`src/rtl/ps2_host_tx.sv`:
```
// PS/2 host-to-device transmitter: inhibit, request-to-send, 11-bit frame, ACK check; drives pull-low enables only.
// Latency: clock inhibit starts the cycle after accept; data enable updates the cycle after a filtered falling edge.
// Backpressure: tx_ready is high only in IDLE; tx_valid while busy is dropped, not queued.
`timescale 1ns/1ps
module ps2_host_tx #(
    parameter int INHIBIT_CYCLES       = 5000,
    parameter int RQ_TIMEOUT_CYCLES    = 750000,
    parameter int FRAME_TIMEOUT_CYCLES = 100000,
    parameter int FILTER_LEN           = 8
) (
    input  logic       clk,
    input  logic       reset_n,
    input  logic [7:0] tx_data,
    input  logic       tx_valid,
    output logic       tx_ready,
    input  logic       ps2_clk_i,
    input  logic       ps2_data_i,
    output logic       ps2_clk_oe,
    output logic       ps2_data_oe,
    output logic       busy,
    output logic       tx_done,
    output logic [1:0] err_code
);
    localparam int FW = $clog2(FILTER_LEN + 1);

    typedef enum logic [2:0] {
        S_IDLE, S_INHIBIT, S_REQ, S_SEND, S_ACK, S_WAITIDLE, S_DONE, S_ERR
    } state_t;

    state_t        state_q, state_d;
    logic          clk_s1_q, clk_s2_q, dat_s1_q, dat_s2_q;
    logic          flt_q, flt_d;
    logic [FW-1:0] flt_cnt_q, flt_cnt_d;
    logic [31:0]   timer_q, timer_d;
    logic [8:0]    shift_q, shift_d;
    logic [3:0]    bit_q, bit_d;
    logic          clk_oe_q, clk_oe_d, data_oe_q, data_oe_d;
    logic          ready_q, ready_d, busy_q, busy_d, done_q, done_d;
    logic [1:0]    err_q, err_d;
    logic          fall, fin;
    logic [1:0]    fin_err;

    // The filtered clock only follows the synchronized pad after FILTER_LEN agreeing samples.
    always_comb begin
        flt_d     = flt_q;
        flt_cnt_d = '0;
        if (clk_s2_q != flt_q) begin
            if (flt_cnt_q == FW'(FILTER_LEN - 1)) flt_d = clk_s2_q;
            else                                  flt_cnt_d = flt_cnt_q + 1'b1;
        end
    end

    assign fall = flt_q & ~flt_d;

    always_comb begin
        state_d   = state_q;
        timer_d   = timer_q;
        shift_d   = shift_q;
        bit_d     = bit_q;
        clk_oe_d  = clk_oe_q;
        data_oe_d = data_oe_q;
        done_d    = 1'b0;
        err_d     = err_q;
        fin       = 1'b0;
        fin_err   = 2'd0;
        case (state_q)
            S_IDLE: begin
                if (tx_valid && ready_q) begin
                    state_d  = S_INHIBIT;
                    shift_d  = {~^tx_data, tx_data};
                    err_d    = 2'd0;
                    timer_d  = '0;
                    clk_oe_d = 1'b1;
                end
            end
            S_INHIBIT: begin
                if (timer_q == 32'(INHIBIT_CYCLES - 1)) begin
                    state_d   = S_REQ;
                    clk_oe_d  = 1'b0;
                    data_oe_d = 1'b1;
                    timer_d   = '0;
                end else begin
                    timer_d = timer_q + 32'd1;
                end
            end
            S_REQ: begin
                if (fall) begin
                    state_d = S_SEND;
                    bit_d   = 4'd0;
                    timer_d = '0;
                end else if (timer_q == 32'(RQ_TIMEOUT_CYCLES - 1)) begin
                    fin     = 1'b1;
                    fin_err = 2'd1;
                end else begin
                    timer_d = timer_q + 32'd1;
                end
            end
            S_SEND, S_ACK, S_WAITIDLE: begin
                if (timer_q == 32'(FRAME_TIMEOUT_CYCLES - 1)) begin
                    fin     = 1'b1;
                    fin_err = 2'd2;
                end else begin
                    timer_d = timer_q + 32'd1;
                    case (state_q)
                        S_SEND: begin
                            // Ones shift in behind parity, so the tenth fall releases data as the stop bit.
                            if (fall) begin
                                data_oe_d = ~shift_q[0];
                                shift_d   = {1'b1, shift_q[8:1]};
                                bit_d     = bit_q + 4'd1;
                                if (bit_q == 4'd9) state_d = S_ACK;
                            end
                        end
                        S_ACK: begin
                            if (fall) begin
                                if (!dat_s2_q) begin
                                    state_d = S_WAITIDLE;
                                end else begin
                                    fin     = 1'b1;
                                    fin_err = 2'd3;
                                end
                            end
                        end
                        default: begin
                            if (flt_q && dat_s2_q) fin = 1'b1;
                        end
                    endcase
                end
            end
            default: state_d = S_IDLE;
        endcase
        if (fin) begin
            state_d   = (fin_err == 2'd0) ? S_DONE : S_ERR;
            clk_oe_d  = 1'b0;
            data_oe_d = 1'b0;
            done_d    = 1'b1;
            err_d     = fin_err;
        end
        ready_d = (state_d == S_IDLE);
        busy_d  = ~ready_d;
    end

    always_ff @(posedge clk or negedge reset_n) begin
        if (!reset_n) begin
            state_q   <= S_IDLE;
            clk_s1_q  <= 1'b1;
            clk_s2_q  <= 1'b1;
            dat_s1_q  <= 1'b1;
            dat_s2_q  <= 1'b1;
            flt_q     <= 1'b1;
            flt_cnt_q <= '0;
            timer_q   <= '0;
            shift_q   <= '0;
            bit_q     <= '0;
            clk_oe_q  <= 1'b0;
            data_oe_q <= 1'b0;
            ready_q   <= 1'b1;
            busy_q    <= 1'b0;
            done_q    <= 1'b0;
            err_q     <= 2'd0;
        end else begin
            state_q   <= state_d;
            clk_s1_q  <= ps2_clk_i;
            clk_s2_q  <= clk_s1_q;
            dat_s1_q  <= ps2_data_i;
            dat_s2_q  <= dat_s1_q;
            flt_q     <= flt_d;
            flt_cnt_q <= flt_cnt_d;
            timer_q   <= timer_d;
            shift_q   <= shift_d;
            bit_q     <= bit_d;
            clk_oe_q  <= clk_oe_d;
            data_oe_q <= data_oe_d;
            ready_q   <= ready_d;
            busy_q    <= busy_d;
            done_q    <= done_d;
            err_q     <= err_d;
        end
    end

    assign tx_ready    = ready_q;
    assign busy        = busy_q;
    assign tx_done     = done_q;
    assign err_code    = err_q;
    assign ps2_clk_oe  = clk_oe_q;
    assign ps2_data_oe = data_oe_q;
endmodule

```
`config.mk`:
```
export PLATFORM = sky130hd
export DESIGN_NAME = ps2_host_tx
export DESIGN_NICKNAME = d
export VERILOG_FILES = /design/src/rtl/ps2_host_tx.sv
export SDC_FILE = /design/constraint.sdc
export NUM_CORES = 1
export LEC_CHECK = 0
export BUFFER_PORTS_ARGS = -buffer_cell sky130_fd_sc_hd__buf_4
export CELL_PAD_IN_SITES_DETAIL_PLACEMENT = 0
export CELL_PAD_IN_SITES_GLOBAL_PLACEMENT = 1
export CORE_UTILIZATION = 40
export CTS_CLUSTER_SIZE = 20
export DETAILED_ROUTE_END_ITERATION = 8
export PLACE_DENSITY = 0.8
export SLEW_MARGIN = 40
export SYNTH_ARGS = -nofsm -noshare
export SYNTH_HDL_FRONTEND = slang
export SYNTH_SLANG_ARGS = --single-unit
```
`constraint.sdc`:
```
create_clock -name clk -period 5.3 [get_ports clk]
set_input_delay 1.06 -clock clk [delete_from_list [all_inputs] [get_ports clk]]
set_output_delay 1.06 -clock clk [all_outputs]
set_load 0.01 [all_outputs]
```
==> out/results.ini, run 1 <==
[status]
run_status = complete, no violations

[drt]
met3_length_um = 365
drtPass1Iterations = 4
route.detailed.vias_per_inst = 5.84
antenna_violating_nets_post_route = 0
wl_per_cell_um = 16.5
vias = 3083
finalWirelength_mm = 8.69
detail_route.drc_violations = 0
met2_wirelength_mm = 3.99
top_layer_used = met4
detailedRoute.firstIterationViolations = 181
wl_met1_mm = 4.19

[hold_path]
worstHoldPathCells = 0
min-delay-path-class = flop to flop

[job]
cap_viol_max_count = 0

[clock_tree]
clkTransAtPathRegs_ps = 70
cts-htree-levels = 3
cts_buffer_depth = 2
number_of_buffers_created_by_cts = 9
numClockSinks = 64
hold_buffers = 0
post_cts_repair_timing_setup_buffer_count = 0
ctsRootBufferMaster = sky130_fd_sc_hd__clkbuf_8
cts_repair_resize_count = 0
later_pin_clock_latency_in_the_skew_report_ps = 360
tritoncts = built

[synthesis]
synth.cell_area_sq_mm = 0.00379
ys.flop_type = sky130_fd_sc_hd__dfrtp_1
synth.area.mux_share_pct = 2.91
synth.top_cells.by_area = sky130_fd_sc_hd__dfrtp_1, sky130_fd_sc_hd__dfstp_2, sky130_fd_sc_hd__nand2_1, sky130_fd_sc_hd__nor3_1, sky130_fd_sc_hd__xnor2_1
synth-edff-count = 0
synth-seq-area-share_pct = 42.5
yosys.area_share.xor_xnor_pct = 5.09
synth.ff_latch_count = 64
synth_top_cell_area_share_pct = 38.3
post_synthesis_area_per_instance_sq_um = 9.37
syn_inst = 404
synth.distinct_cells = 63
synth_compound_gate_area_share_pct = 14.4
yosysTopAreaCell = sky130_fd_sc_hd__dfrtp_1
yosys.area_share.simple_pct = 28.5
adder_cell_share_of_the_synthesized_area_pct = 1.32
dominant_combinational_cell_family_by_area_after_synthesis = simple AND/OR/NAND/NOR gates
ys_warn_count = 0
synth-async-reset-ratio_pct = 100
syn-num-nets = 421

[sta]
timing.fmax_mhz = 327
timing.final.crit_share_pct = 57.7
slew_viol_final = 0
skew_ps = 12.1
timing.final.crit_period_ps = 3060
final-hold-violation-count = 0
timing.slew.headroom_pct = 47.5
rsz0062_at_grt = no
final.setup.tns_ps = 0
timing.final.setup_violations = 0
max_slew.worst_pin.slew_ps = 786

[placement]
detailedPlacementHpwl_mm = 6.01
place_area_sq_mm = 0.00392
io_buffers = 19
gp_routability_congestion = 0.835

[setup_path]
setup.worst_path.start_class = flop
worstPathBufferInverterCount = 0
required_arrival_time_at_the_worst_endpoint_ps = 5530
category_of_the_worst_setup_path_capture_point = flop
crit_slowest_cell = sky130_fd_sc_hd__a211oi_2
worst-path-max-fanout = 11
crit_chain = ha_1, and3b_1, a2111oi_2, and3_1, a211oi_2, nand2_1, o41ai_2
ff2ff_path_depth = 7
crit_cells = 7
cp_top_family = compound AO/OA/AOI/OAI gates
worst_path_largest_cell_delay_ps = 640
worst-endpoint-arrival_ps = 3290
path_class = flop to flop

[final_layout]
post-route-cell-area_sq_mm = 0.00415
antenna_cells = 0
layout.nets = 429
layout-drive-gt1-share_pct = 16.1
layout-area-overhead-vs-synth_pct = 9.48
num-fill-cells = 922

[die]
core_sq_mm = 0.00920
boundaryPins = 20
placementRows = 35
effective_utilization_at_floorplan_pct = 41.2
die_y_um = 99.3
floorplan.die_area_sq_mm = 0.00986
die_w_um = 99.3

[grt]
grt_max_degree = 65
via_count_of_the_first_global_routing_pass = 2984
grt_first_pass_wirelength_mm = 14.8
grt.total_usage_pct = 19.2
antenna_found_initial = 0
total_congestion_overflow = 0

[power_and_ir_drop]
cellLeakagePower_uw = 0.00179
ir_worst_vdd_mv = 0.112
power.total_uw = 1050
power-per-cell-area_mw_per_mm2 = 253

==> cells in the mapped netlist, types with 5 or more instances <==
cell type                 instances
sky130_fd_sc_hd__dfrtp_1         58
sky130_fd_sc_hd__nand2_1         39
sky130_fd_sc_hd__nor2_1          28
sky130_fd_sc_hd__nor3_1          26
sky130_fd_sc_hd__nand3_1         21
sky130_fd_sc_hd__o21ai_0         21
sky130_fd_sc_hd__nand4_1         15
sky130_fd_sc_hd__xnor2_1         14
sky130_fd_sc_hd__o21ai_1         12
sky130_fd_sc_hd__mux2i_1         11
sky130_fd_sc_hd__and3_1          10
sky130_fd_sc_hd__buf_2            9
sky130_fd_sc_hd__inv_1            9
sky130_fd_sc_hd__a21oi_1          8
sky130_fd_sc_hd__a31oi_1          8
sky130_fd_sc_hd__nor4_1           8
sky130_fd_sc_hd__xor2_1           8
sky130_fd_sc_hd__buf_6            6
sky130_fd_sc_hd__dfstp_2          6
sky130_fd_sc_hd__and4_1           5
sky130_fd_sc_hd__o41ai_2          5
==> final cells by class <==
| type | count | area [sq um] | share of cell area, % |
|---|---|---|---|
| multi-input combinational | 305 | 1970 | 47.6 |
| inverter | 11 | 41.3 | 0.996 |
| tap | 111 | 139 | 3.35 |
| sequential | 64 | 1610 | 38.8 |
| clock buffer | 10 | 138 | 3.32 |
| timing repair buffer | 21 | 161 | 3.89 |
| clock inverter | 6 | 82.6 | 1.99 |
==> flip-flops by register name (all words and copies together) (netlist names) <==
register,count
timer_q,32
shift_q,9
bit_q,4
flt_cnt_q,4
state_q,3
err_code,2
busy,1
clk_s1_q,1
clk_s2_q,1
dat_s1_q,1
dat_s2_q,1
flt_q,1
ps2_clk_oe,1
ps2_data_oe,1
tx_done,1
tx_ready,1
==> cell usage in the layout, fill, tap and decap left out, types with 5 or more instances in the layout <==
cell,n
sky130_fd_sc_hd__dfrtp_1,58
sky130_fd_sc_hd__nand2_1,39
sky130_fd_sc_hd__nor2_1,28
sky130_fd_sc_hd__nor3_1,26
sky130_fd_sc_hd__nand3_1,21
sky130_fd_sc_hd__o21ai_0,21
sky130_fd_sc_hd__buf_4,20
sky130_fd_sc_hd__nand4_1,15
sky130_fd_sc_hd__xnor2_1,14
sky130_fd_sc_hd__o21ai_1,12
sky130_fd_sc_hd__mux2i_1,11
sky130_fd_sc_hd__and3_1,10
sky130_fd_sc_hd__clkbuf_8,10
sky130_fd_sc_hd__inv_1,9
sky130_fd_sc_hd__nor4_1,8
sky130_fd_sc_hd__a31oi_1,8
sky130_fd_sc_hd__a21oi_1,8
sky130_fd_sc_hd__xor2_1,8
sky130_fd_sc_hd__dfstp_2,6
sky130_fd_sc_hd__and4_1,5
sky130_fd_sc_hd__o41ai_2,5
==> where the power goes <==
| part | total, uW | switching [uW] | internal, uW |
|---|---|---|---|
| Clock | 468 | 193 | 275 |
| Sequential | 519 | 12.8 | 506 |
| Combinational | 63.1 | 34.2 | 28.9 |
==> cell families after synthesis <==
| logic type | count (synthesis) |
|---|---|
| xor+xnor | 22 |
| compound gates | 77 |
| fa+ha+maj | 4 |
| flops | 64 |
| mux | 11 |
| simple gates | 191 |
| buf+inv | 35 |
==> metrics by stage <==
step	util, %	worst slack [ps]	hold slack, ps	std cells
2_1_floorplan	-	2980	345	404
3_3_place_gp	42.6	2130	346	512
3_5_place_dp	42.6	2050	347	512
4_1_cts	45.0	2230	357	528
5_1_grt	45.1	2040	362	528
6_report	45.1	2240	356	528
==> worst paths after layout <==
path,startpoint,end,slack (ps)
max,flt_cnt_q[0],timer_q[9],2240
min,dat_s1_q,dat_s2_q,360
max reg2reg,flt_cnt_q[0],timer_q[9],2240
min reg2reg,dat_s1_q,dat_s2_q,360
max in group asynchronous,reset_n,timer_q[8],4190
min in group asynchronous,reset_n,bit_q[3],660
==> metal layers <==
metal | vias up | track usage, %
met4 | 0 | 6.56
li1 | 1499 | -
met1 | 1512 | 27.2
met5 | - | 0
met3 | 9 | 4.15
met2 | 63 | 29.1
No activity file was read; power rests on OpenSTA's default activity.
==> inputs of run 2 (changes only) <==
Settings changed: PLACE_DENSITY 0.8 to 0.82.
Clock period 5.3 ns to 2.8 ns, I/O delays scaled along.
==> out/results.ini, run 2 (same netlist as run 1, synthesis figures left out) <==
[status]
run_status = complete, no violations

[clock_tree]
numClockSinks = 64  ; unchanged
clkTransAtPathRegs_ps = 80  ; about the same
tritoncts = built
hold_buffers = 0  ; unchanged
later_pin_clock_latency_in_the_skew_report_ps = 340  ; -20 ps
cts_repair_resize_count = 0  ; unchanged
cts-htree-levels = 3  ; unchanged
number_of_buffers_created_by_cts = 9  ; unchanged
ctsRootBufferMaster = sky130_fd_sc_hd__clkbuf_8
post_cts_repair_timing_setup_buffer_count = 0  ; unchanged
cts_buffer_depth = 2  ; unchanged

[die]
boundaryPins = 20  ; unchanged
die_w_um = 99.3  ; unchanged
effective_utilization_at_floorplan_pct = 41.2  ; unchanged
core_sq_mm = 0.00920  ; unchanged
floorplan.die_area_sq_mm = 0.00986  ; unchanged
placementRows = 35  ; unchanged
die_y_um = 99.3  ; unchanged

[drt]
finalWirelength_mm = 8.36  ; -3.8%
antenna_violating_nets_post_route = 0  ; unchanged
detailedRoute.firstIterationViolations = 202  ; +12%
wl_per_cell_um = 15.7  ; -4.7%
drtPass1Iterations = 4  ; unchanged
route.detailed.vias_per_inst = 5.85  ; +0.22%
detail_route.drc_violations = 0  ; unchanged
vias = 3119  ; +1.2%

[setup_path]
crit_slowest_cell = sky130_fd_sc_hd__nand2_1
worst-endpoint-arrival_ps = 2740  ; -550 ps
path_class = flop to flop
worstPathBufferInverterCount = 0  ; unchanged
flop2flop_setup_slack_ps = 280  ; -1960 ps
setup.worst_path.start_class = flop
category_of_the_worst_setup_path_capture_point = flop
required_arrival_time_at_the_worst_endpoint_ps = 3030  ; -2500 ps
crit_chain = ha_1, and3b_1, a31oi_1, o21ai_1, nor2_4, nand2_1, o41ai_2
worst_path_largest_cell_delay_ps = 410  ; -230 ps
cp_top_family = simple AND/OR/NAND/NOR gates
worst-path-max-fanout = 13  ; +2

[grt]
antenna_found_initial = 0  ; unchanged
total_congestion_overflow = 0  ; unchanged
grt.total_usage_pct = 18.6  ; -0.63 points
grt_max_degree = 65  ; unchanged
grt_first_pass_wirelength_mm = 14.6  ; -1.4%
via_count_of_the_first_global_routing_pass = 3032  ; +1.6%

[final_layout]
layout-area-overhead-vs-synth_pct = 10.1
layout-drive-gt1-share_pct = 17.1  ; +0.99 points
antenna_cells = 0  ; unchanged
mostFrequentLayoutCells = sky130_fd_sc_hd__dfrtp_1, sky130_fd_sc_hd__nand2_1, sky130_fd_sc_hd__nor2_1, sky130_fd_sc_hd__nor3_1, sky130_fd_sc_hd__buf_4
reg_top3 = timer_q: 32 flops, shift_q: 9 flops
registers.top_by_ff_count = timer_q
num-fill-cells = 876  ; -5.0%
multi_input_comb_area_sq_mm = 0.00197  ; unchanged
layout.nets = 434  ; +1.2%
layout_commonest_cell = sky130_fd_sc_hd__dfrtp_1
sequential_cell_area_sq_mm = 0.00161  ; unchanged
largest_register_ffs = 32  ; unchanged

[sta]
timing.slew.headroom_pct = 57.6  ; +10 points
max_slew.worst_pin.slew_ps = 633  ; -152 ps
skew_ps = 12.9  ; +0.823 ps
worst_slack_ps = 285  ; -1960 ps
final-hold-violation-count = 0  ; unchanged
timing.final.setup_violations = 0  ; unchanged
timing.fmax_mhz = 398  ; +21%
timing.final.crit_period_ps = 2520  ; -541 ps
timing.final.crit_share_pct = 89.8  ; +32 points
rsz0062_at_grt = no
slew_viol_final = 0  ; unchanged
final.setup.tns_ps = 0  ; unchanged

[placement]
placement.setup.worst_slack_ps = 294  ; -1760 ps
detailedPlacementHpwl_mm = 5.79  ; -3.6%
gp_routability_congestion = 0.862  ; +3.3%
io_buffers = 19  ; unchanged

[job]
cap_viol_max_count = 0  ; unchanged

[power_and_ir_drop]
power-per-cell-area_mw_per_mm2 = 459  ; +81%
ir_worst_vdd_mv = 0.230  ; +110%
cellLeakagePower_uw = 0.00180  ; +0.64%

[hold_path]
min-delay-path-class = primary input to asynchronous set/reset pin

==> run 2: where the power goes <==
| group | total (uW) | leakage [uW] | switching [uW] | internal [uW] |
|---|---|---|---|---|
| clock | 814 | 0.0000989 | 376 | 438 |
| sequential | 982 | 0.000788 | 24.3 | 957 |
| combinational | 116 | 0.000911 | 61.9 | 53.9 |
| total | 1910 | 0.00180 | 462 | 1450 |
==> run 2: path summary, 6_finish.rpt <==
path                            depth (start not counted)          from    endpoint
worst max register to register                          7  flt_cnt_q[0]  timer_q[9]
max in group asynchronous                               1       reset_n  state_q[1]
worst min-delay path                                    1       reset_n    bit_q[3]
min in group clk                                        1    ps2_data_i    dat_s1_q
worst min register to register                          0      dat_s1_q    dat_s2_q
worst max-delay path                                    7  flt_cnt_q[0]  timer_q[9]
==> run 2: routing by layer <==
layer | vias to the layer above | track usage (%) | wire, um | share of wire (%)
li1 | 1515 | - | - | -
met1 | 1540 | 25.5 | 4060 | 49
met2 | 53 | 28.6 | 3910 | 47
met3 | 11 | 2.95 | 236 | 2.8
met4 | 0 | 9.05 | 157 | 1.9
met5 | - | 0 | 0 | 0
==> run 2: cell type report <==
class	instances	area share [%]
Tap cell	111	3.33
Inverter	11	0.991
Timing Repair Buffer	26	4.77
Clock buffer	10	3.30
Multi-Input combinational cell	305	47.4
Sequential cell	64	38.6
Clock inverter	6	1.62
==> run 2: through the flow <==
| step | total power (uW) | instance area [sq um] | hold slack, ps | cells | utilization (%) |
|---|---|---|---|---|---|
| after floorplan | 1070 | 3790 | 264 | 404 | - |
| after detailed placement | 1120 | 3960 | 347 | 517 | 43.0 |
| after CTS | 1950 | 4160 | 312 | 533 | 45.3 |
| after global placement | 1110 | 3960 | 347 | 517 | 43.0 |
| after global routing | 2000 | 4170 | 234 | 533 | 45.3 |
| final | 1910 | 4170 | 179 | 533 | 45.3 |
==> inputs of run 3 (changes only) <==
Settings changed: CORE_ASPECT_RATIO set to 1.4.
==> out/results.ini, run 3 (same netlist as run 1, synthesis figures left out) <==
[grt]
grt.total_usage_pct = 19.7  ; +1.1 points
grt_use_met1_pct = 22.5  ; -2.9 points
groute.layer.met3.usage_pct = 3.37  ; +0.41 points
use_met2_pct = 35.2  ; +6.6 points
grt_first_pass_wirelength_mm = 15.0  ; +2.7%
grt_busiest_layer = met2
antenna_found_initial = 0  ; unchanged
via_count_of_the_first_global_routing_pass = 3065  ; +1.1%
total_congestion_overflow = 0  ; unchanged
grt_max_degree = 65  ; unchanged

[placement]
io_buffers = 19  ; unchanged
detailedPlacementHpwl_mm = 6.49  ; +12%
dpl.cell_count = 526  ; +1.7%
place_area_sq_mm = 0.00405  ; +2.3%
gp_routability_congestion = 0.897  ; +4.0%

[final_layout]
mostFrequentLayoutCells = sky130_fd_sc_hd__dfrtp_1, sky130_fd_sc_hd__nand2_1, sky130_fd_sc_hd__buf_4, sky130_fd_sc_hd__nor2_1, sky130_fd_sc_hd__nor3_1
layout_commonest_cell = sky130_fd_sc_hd__dfrtp_1
registers.top_by_ff_count = timer_q
instances_no_fill = 542  ; +1.7%
layout-area-overhead-vs-synth_pct = 14.8
layout.nets = 447  ; +3.0%
layout-drive-gt1-share_pct = 18.9  ; +1.8 points
antenna_cells = 0  ; unchanged
reg_top3 = timer_q: 32 flops, shift_q: 9 flops
post-route-cell-area_sq_mm = 0.00435  ; +4.3%
largest_register_ffs = 32  ; unchanged

[die]
die_w_um = 84.2  ; -15%
effective_utilization_at_floorplan_pct = 41.7  ; +0.53 points
floorplan.die_area_sq_mm = 0.00986  ; about the same
boundaryPins = 20  ; unchanged
die_y_um = 117  ; +18%
placementRows = 41  ; +17%
core_sq_mm = 0.00908  ; -1.3%

[sta]
rsz0062_at_grt = no
timing.final.setup_violations = 0  ; unchanged
slew_viol_final = 0  ; unchanged
timing.final.crit_period_ps = 2450  ; -61.3 ps
timing.final.crit_share_pct = 87.6  ; -2.2 points
final.setup.tns_ps = 0  ; unchanged
max_slew.worst_pin.slew_ps = 578  ; -55.6 ps
timing.slew.headroom_pct = 61.1  ; +3.5 points
timing.fmax_mhz = 407  ; +2.5%
final-hold-violation-count = 0  ; unchanged
skew_ps = 8.75  ; -4.15 ps

[setup_path]
path_class = flop to flop
setup.worst_path.start_class = flop
worst-endpoint-arrival_ps = 2690  ; -50 ps
category_of_the_worst_setup_path_capture_point = flop
worst-path-max-fanout = 11  ; -2
required_arrival_time_at_the_worst_endpoint_ps = 3030  ; about the same

[clock_tree]
later_pin_clock_latency_in_the_skew_report_ps = 340  ; about the same
hold_buffers = 0  ; unchanged
tritoncts = built
cts-htree-levels = 3  ; unchanged
number_of_buffers_created_by_cts = 9  ; unchanged
cts_buffer_depth = 2  ; unchanged
numClockSinks = 64  ; unchanged
ctsRootBufferMaster = sky130_fd_sc_hd__clkbuf_16
clkTransAtPathRegs_ps = 50  ; -30 ps

[drt]
drtPass1Iterations = 6  ; +2
detail_route.drc_violations = 9  ; +9
route.detailed.vias_per_inst = 5.78  ; -1.2%
detailedRoute.firstIterationViolations = 149  ; -26%
finalWirelength_mm = 8.87  ; +6.1%
wl_per_cell_um = 16.4  ; +4.3%
vias = 3135  ; +0.51%
antenna_violating_nets_post_route = 0  ; unchanged

[job]
cap_viol_max_count = 0  ; unchanged

[power_and_ir_drop]
logic_pwr_share_pct = 5.6  ; -0.5 points
switching_share_pct = 21.6  ; -2.6 points
sw_power_uw = 465  ; +0.66%
share_seq_of_total_power_pct = 45.7  ; -5.7 points
p_int_uw = 1690  ; +16%
ir_worst_vdd_mv = 0.297  ; +29%
pwr-share-clk_pct = 48.6  ; +6.0 points
power-per-cell-area_mw_per_mm2 = 495  ; +8.0%
cellLeakagePower_uw = 0.00190  ; +5.7%

[status]
run_status = finished with violations
violated_checks = design-rule violations

[hold_path]
min-delay-path-class = primary input to asynchronous set/reset pin

==> run 3: repair_timing <==
item | 4_1_cts | 5_1_grt
setup buffers | 0 | 0
resized for setup | 1 | 1
gates cloned | 0 | 0
endpoints found under the setup margin | 2 | 1
==> run 3: layout make-up <==
| type | instances | area (sq um) |
|---|---|---|
| fillers | 906 | 4730 |
| clock buffers | 16 | 282 |
| well taps | 107 | 134 |
| repair buffers | 39 | 297 |
| multi-input cells | 305 | 1980 |
| inverters | 11 | 41.3 |
| flip-flops and latches | 64 | 1610 |
==> run 3: final timing paths <==
path | start | cells past startpoint | to | slack [ps]
worst min-delay path | reset_n | 1 | bit_q[3] | 200
min in group clk | ps2_clk_i | 1 | clk_s1_q | 330
worst max-delay path | flt_cnt_q[0] | 7 | timer_q[9] | 350
worst max register to register | flt_cnt_q[0] | 7 | timer_q[9] | 350
max in group asynchronous | reset_n | 1 | timer_q[17] | 2190
worst min register to register | dat_s1_q | 0 | dat_s2_q | 350
==> run 3: worst max-delay path: stages, from the launching register on <==
cell and delay (ps):
sky130_fd_sc_hd__dfrtp_1 370, sky130_fd_sc_hd__ha_1 230, sky130_fd_sc_hd__and3b_1 220, sky130_fd_sc_hd__a2111oi_2 80
sky130_fd_sc_hd__and3_1 280, sky130_fd_sc_hd__a211oi_4 470, sky130_fd_sc_hd__nand2_2 310, sky130_fd_sc_hd__o41ai_2 370
==> run 3: per-stage QoR <==
| stage | total power (uW) | worst slack, ps | util, % | hold slack (ps) |
|---|---|---|---|---|
| 2_1_floorplan | 1070 | 612 | - | 264 |
| 3_3_place_gp | 1120 | 84.1 | 44.6 | 347 |
| 3_5_place_dp | 1120 | -7.91 | 44.6 | 347 |
| 4_1_cts | 2170 | 206 | 47.8 | 321 |
| 5_1_grt | 2230 | 132 | 47.9 | 256 |
| 6_report | 2150 | 346 | 47.9 | 204 |
==> run 3: power by group through the flow <==
stage	combinational (uW)	clock [uW]	sequential, uW
6_report	121	1050	984
5_1_grt	136	1100	988
4_1_cts	124	1070	984
3_5_place_dp	122	0	1000
3_3_place_gp	121	0	997
2_1_floorplan	73.3	0	993
==> run 3: routing by layer <==
metal | vias up | share of wire [%]
li1 | 1535 | -
met1 | 1528 | 43
met2 | 51 | 52
met3 | 21 | 2.6
met4 | 0 | 2.8
met5 | - | 0
